### config.mk
export PLATFORM = sky130hd
export DESIGN_NAME = ff_bank_multimode
export DESIGN_NICKNAME = d
export VERILOG_FILES = /design/src/rtl/ff_bank_multimode.sv
export SDC_FILE = /design/constraint.sdc
export NUM_CORES = 1
export LEC_CHECK = 0
export ABC_AREA = 1
export CAP_MARGIN = 0
export CORE_UTILIZATION = 42
export CTS_CLUSTER_DIAMETER = 30
export DETAILED_ROUTE_END_ITERATION = 8
export PLACE_DENSITY = 0.89
export SLEW_MARGIN = 20
export SYNTH_ARGS = -nofsm -noshare
export SYNTH_HDL_FRONTEND = slang
export SYNTH_SLANG_ARGS = --single-unit
### constraint.sdc
create_clock -name clk -period 1.7 [get_ports clk]
set_clock_uncertainty 0.15 [all_clocks]
set_input_delay 0.425 -clock clk [delete_from_list [all_inputs] [get_ports clk]]
set_output_delay 0.425 -clock clk [all_outputs]
set_load 0.02 [all_outputs]
### src/rtl/ff_bank_multimode.sv
// Bank of WIDTH flip-flops with a run-time selectable D / T / SR / JK update rule,
// a sticky record of illegal SR inputs and a registered "something changed" pulse.
module ff_bank_multimode #(
    parameter int unsigned       WIDTH     = 8,
    parameter logic [WIDTH-1:0]  RESET_VAL = '0
) (
    input  logic             clk,
    input  logic             rst,
    input  logic             en,
    input  logic [1:0]       mode,
    input  logic [WIDTH-1:0] a,
    input  logic [WIDTH-1:0] b,
    input  logic             clr_err,
    output logic [WIDTH-1:0] q,
    output logic [WIDTH-1:0] q_bar,
    output logic             changed,
    output logic             illegal,
    output logic [WIDTH-1:0] illegal_bits
);

    localparam logic [1:0] MODE_D  = 2'b00;
    localparam logic [1:0] MODE_T  = 2'b01;
    localparam logic [1:0] MODE_SR = 2'b10;
    localparam logic [1:0] MODE_JK = 2'b11;

    logic [WIDTH-1:0] q_next;
    logic [WIDTH-1:0] illegal_evt;
    logic [WIDTH-1:0] illegal_bits_next;

    // SR with S=R=1 keeps q: set only where a&~b, reset only where b&~a.
    always_comb begin
        q_next = q;
        if (en) begin
            case (mode)
                MODE_D:  q_next = a;
                MODE_T:  q_next = q ^ a;
                MODE_SR: q_next = (q | (a & ~b)) & ~(b & ~a);
                MODE_JK: q_next = (a & ~q) | (~b & q);
                default: q_next = q;
            endcase
        end
    end

    always_comb begin
        illegal_evt = '0;
        if (en && mode == MODE_SR) begin
            illegal_evt = a & b;
        end
        // A new event on the clearing edge wins over the clear.
        if (clr_err) begin
            illegal_bits_next = illegal_evt;
        end else begin
            illegal_bits_next = illegal_bits | illegal_evt;
        end
    end

    always_ff @(posedge clk) begin
        if (rst) begin
            q            <= RESET_VAL;
            changed      <= 1'b0;
            illegal_bits <= '0;
        end else begin
            q            <= q_next;
            changed      <= en & (q_next != q);
            illegal_bits <= illegal_bits_next;
        end
    end

    assign q_bar   = ~q;
    assign illegal = |illegal_bits;

endmodule
==> Word-level counts from Yosys, hierarchy flattened <==
Index checks and enable logic that the tools add are counted.
{ "classes": {"n_reduce_logical": 3, "n_eq_ne": 4, "bitwise": 15, "n_mux": 4} }
{ "ops": {"columns": ["operator", "count"], "rows": [
  ["bitwise AND 8 bit", 6],
  ["NOT 8 bit", 4],
  ["case mux 8 bit (4 select lines)", 1],
  ["2-to-1 mux 8 bit", 3],
  ["bitwise OR 8 bit", 3],
  ["inequality test 8 bit", 1],
  ["OR reduction 8 bit", 1],
  ["XOR 8 bit", 1],
  ["equality test 2 bit (second input constant)", 2],
  ["equality test 2 x 1 -> 1 bit (second input constant)", 1],
  ["zero test 2 bit", 1],
  ["bitwise AND 1 bit", 1],
  ["logical AND 1 bit", 1]
]} }
{ "word_totals": {"input_bits": 22, "output_inout_bits": 26, "reg_bits": 17} }

==> Depth between registers and ports, before layout <==
{ "logic_depth": {"depth_word": 8, "mapped_depth": 14, "mapped_depth_nobuf": 13} }

==> Worst setup path before layout <==
No wires, ideal clock.
{ "synth_path": {"kind": "register -> register", "from": "register q[6]", "to": "register changed", "synth_period_minus_slack_ps": 1604, "path_buffers": 0, "required_time_ps": 1422, "path_stages_with_launch": 12, "setup_ps": 128, "path_slack_ps": 96, "arrival_time_ps": 1326, "path_cell_list": "dfxtp_1 inv_1 a21oi_1 nand2_1 nand2_1 inv_1 nand2_1 nand2_1 nor2_1 nand2_1 nor2_1 nor2_1"} }
{ "synth_via": {"elab_chain_cells": 7, "word_cells_on_any_way": 11} }
{ "synth_lines": {"columns": ["element", "line", "source"], "rows": [
  ["start: declaration", "14", "output logic [WIDTH-1:0] q,"],
  ["start signal: assignment", "63", "q <= q_next;"],
  ["NOT 8 bit", null, null],
  ["via q_bar[6]", "15", "output logic [WIDTH-1:0] q_bar,"],
  ["bitwise AND 8 bit", "38", "MODE_JK: q_next = (a & ~q) | (~b & q);"],
  ["bitwise OR 8 bit", "38", null],
  ["case mux 8 bit (4 select lines)", "34", "case (mode)"],
  ["2-to-1 mux 8 bit", "33", "if (en) begin"],
  ["inequality test 8 bit", "64", "changed <= en & (q_next != q);"],
  ["bitwise AND 1 bit", "64", null],
  ["end signal: assignment", "64", null],
  ["end: declaration", "16", "output logic changed,"]
]} }
The timed path passes the listed nets, and every way through them passes these cells.
A chain may end at the register's enable or synchronous reset.

==> Final worst setup path <==
{ "layout_path": {"from": "register illegal_bits[7]", "to": "output port illegal"} }
{ "layout_via": {"elab_chain_cells": 1} }
{ "layout_lines": {"columns": ["element", "line", "source"], "rows": [
  ["start: declaration", "18", "output logic [WIDTH-1:0] illegal_bits"],
  ["start signal: assignment", "65", "illegal_bits <= illegal_bits_next;"],
  ["OR reduction 8 bit", "70", "assign illegal = |illegal_bits;"],
  ["end: declaration", "17", "output logic illegal,"]
]} }
No other way between the ends.

==> qor.yml <==
peakVddDrop_mv: 0.388
rsz0062_at_grt: "yes"
clk_pin_slew_ns: 0.11
regArea_um2: 349
insertion_delay_ns: 0.30
period_needed_ns: 1.72
critPathKind: "reg -> out"
crit_path_start_kind: "flip-flop"
drive_gt1_frac: 0.213
hold-path-cell-count: 3
dp_hpwl_mm: 2.57
num-fill-cells: 201
synth_area_leaders: "dfxtp_1 31%, nand2_1 25%, a21oi_1 8.6%, nand3_1 8.6%, nor2_1 5.1%"
fin_nets: 290
start_util: 0.445
wl_mm: 3.42
crit_end: "illegal"
fin_crit_sh: 1.01
ys.flop_type: "dfxtp_1"
grt_overflow_total: 0
setup_slack_ns: -0.0151
worstPathArrival_ns: 1.14
avgSynthCellArea_um2: 5.86
worst-r2r-cell-count: 12
die_w_um: 53.2
hp-start: "b[0]"
power.leakage_nw: 0.929
gp_congestion: 0.808
fin_cells: 297
ys_warn_count: 0
cp-end-kind: "primary output"
synth_top_cell_area_share: 0.309
die-area_um2: 2830
dp.cells: 292
post-route-util: 0.748
hold_class: "in -> reg"
die_y_um: 53.2
grt_first_pass_wirelength_mm: 5.45
clock-sinks: 17
grt_pass1_vias: 1306
setup_violations: 1
power_density_nw_per_um2: 559
grt_max_degree: 11
htreeDepth: 1
tritoncts: "done"
synth.most_common_cell: "nand2_1"
r2r-start: "q[6]"
place_ws_ns: -0.552
ys_async_sr_fraction: 0
post_drt_wl_per_cell_um: 11.5
syn_area_um2: 1100
drc: 0
synth_cell_types: 19
syn2layout_area_growth_pct: 68.2
cts_root_buf: "clkbuf_4"
antenna_found_initial: 0
hold_viol: 0
synth_enable_flop_cells: 0
rows: 18
tightest_slew_ns: 0.228
vias_per_cell: 5.09
ys_seq_area_frac: 0.309
path_max_fanout: 2
r2r-end: "changed"
multiInputGateArea_um2: 686
grt_usage: 0.263
first_iter_violations: 58
cts_hold_buffers: 0
insertedDiodeCount: 0
yosys.area.top_type: "dfxtp_1"
synth_fp_nets: 210
boundaryPins: 48
cp.required_ns: 1.12
maxCapViolCount: 0
cts_buffers: 3
dr_total_vias: 1513
cp-startpoint: "illegal_bits[7]"
ant_nets: 0
rrSetupSlack_ns: 0.17
cts.path.max_buffers: 2
synth_commonest_cells: "73 x nand2_1, 19 x a21oi_1, 19 x nand3_1"
syn-instance-count: 188
io_buffers: 47
outcome: "finished with violations"
yosys_register_bits: 17
fmaxAchievable_mhz: 583
firstDrtPassIters: 4
slew_headroom: 0.847
core_area_um2: 2480
violations: "negative setup slack"
maxSlewViolCount: 0
through the flow:
step / area (um2) / total power [mW] / hold slack [ns] / setup TNS, ns
final: 1850 / 1.04 / 0.321 / -0.0151
after CTS: 1830 / 1.02 / 0.446 / -0.132
after floorplan: 1100 / 0.627 / 0.404 / 0
after global routing: 1850 / 1.09 / 0.347 / -0.107
after detailed placement: 1820 / 0.827 / 0.427 / -4.16
after global placement: 1820 / 0.822 / 0.417 / -3.23
cell usage in the layout, fill, tap and decap left out:
master	instances
nand2_1	71
dlymetal6s2s_1	2
o21ai_0	9
dfxtp_1	10
a32oi_1	1
clkinv_2	1
inv_1	14
nor4_2	1
nor2_1	15
o21ai_1	4
clkbuf_2	4
a211oi_1	1
inv_2	2
nor2_4	1
nand2_2	2
a21oi_1	19
clkbuf_4	3
buf_6	3
dlygate4sd2_1	18
buf_4	31
nand3b_1	2
clkdlybuf4s15_1	6
buf_2	1
nor4_4	1
nand3_1	19
clkdlybuf4s50_1	16
o22ai_1	3
dfxtp_2	7
area by class of cell:
type,count,share of cell area
Timing Repair Buffer,81,0.374
Multi-Input combinational cell,149,0.370
Sequential cell,17,0.188
Inverter,16,0.0324
Tap cell,30,0.0202
Clock buffer,3,0.0121
Clock inverter,1,0.00270
logic make-up after synthesis:
logic type / after synthesis / synth area share
AND/OR/NAND/NOR: 112 / 0.421
buffers and inverters: 22 / 0.0931
AO/OA/AOI/OAI: 37 / 0.177
flip-flops: 17 / 0.309
state kept, by name, summed over array words and instances (netlist names):
register      flops
q                 8
illegal_bits      8
changed           1
where the power goes:
group	total, mW	switching (mW)	internal (mW)
clock network	0.229	0.141	0.0878
registers	0.438	0.0192	0.419
logic	0.370	0.197	0.173
metal layers:
layer | share of wire | vias to the layer above | track usage
met5 | 0 | - | 0
met4 | 0.011 | 0 | 0.0965
met3 | 0.070 | 5 | 0.0259
met2 | 0.50 | 70 | 0.456
met1 | 0.42 | 667 | 0.329
li1 | - | 771 | -
worst min path at each step:
stage | slack (ns) | to
finish | 0.32 | illegal_bits[0]
floorplan | 0.40 | illegal_bits[1]
global placement | 0.42 | q[0]
CTS | 0.45 | q[0]
global route | 0.35 | illegal_bits[0]
detailed placement | 0.43 | illegal_bits[0]
critical path: stages, from the launching register on:
cell and delay [ns]:
dfxtp_2 0.35, nor4_4 0.27, nand2_1 0.06, buf_2 0.16
timing repair:
item	CTS	global route
resized for setup	38	27
hold endpoints to repair	0	0
pin swaps	0	1
endpoints found under the setup margin	30	20
buffers inserted	0	1
No activity file was read; power rests on OpenSTA's default activity.
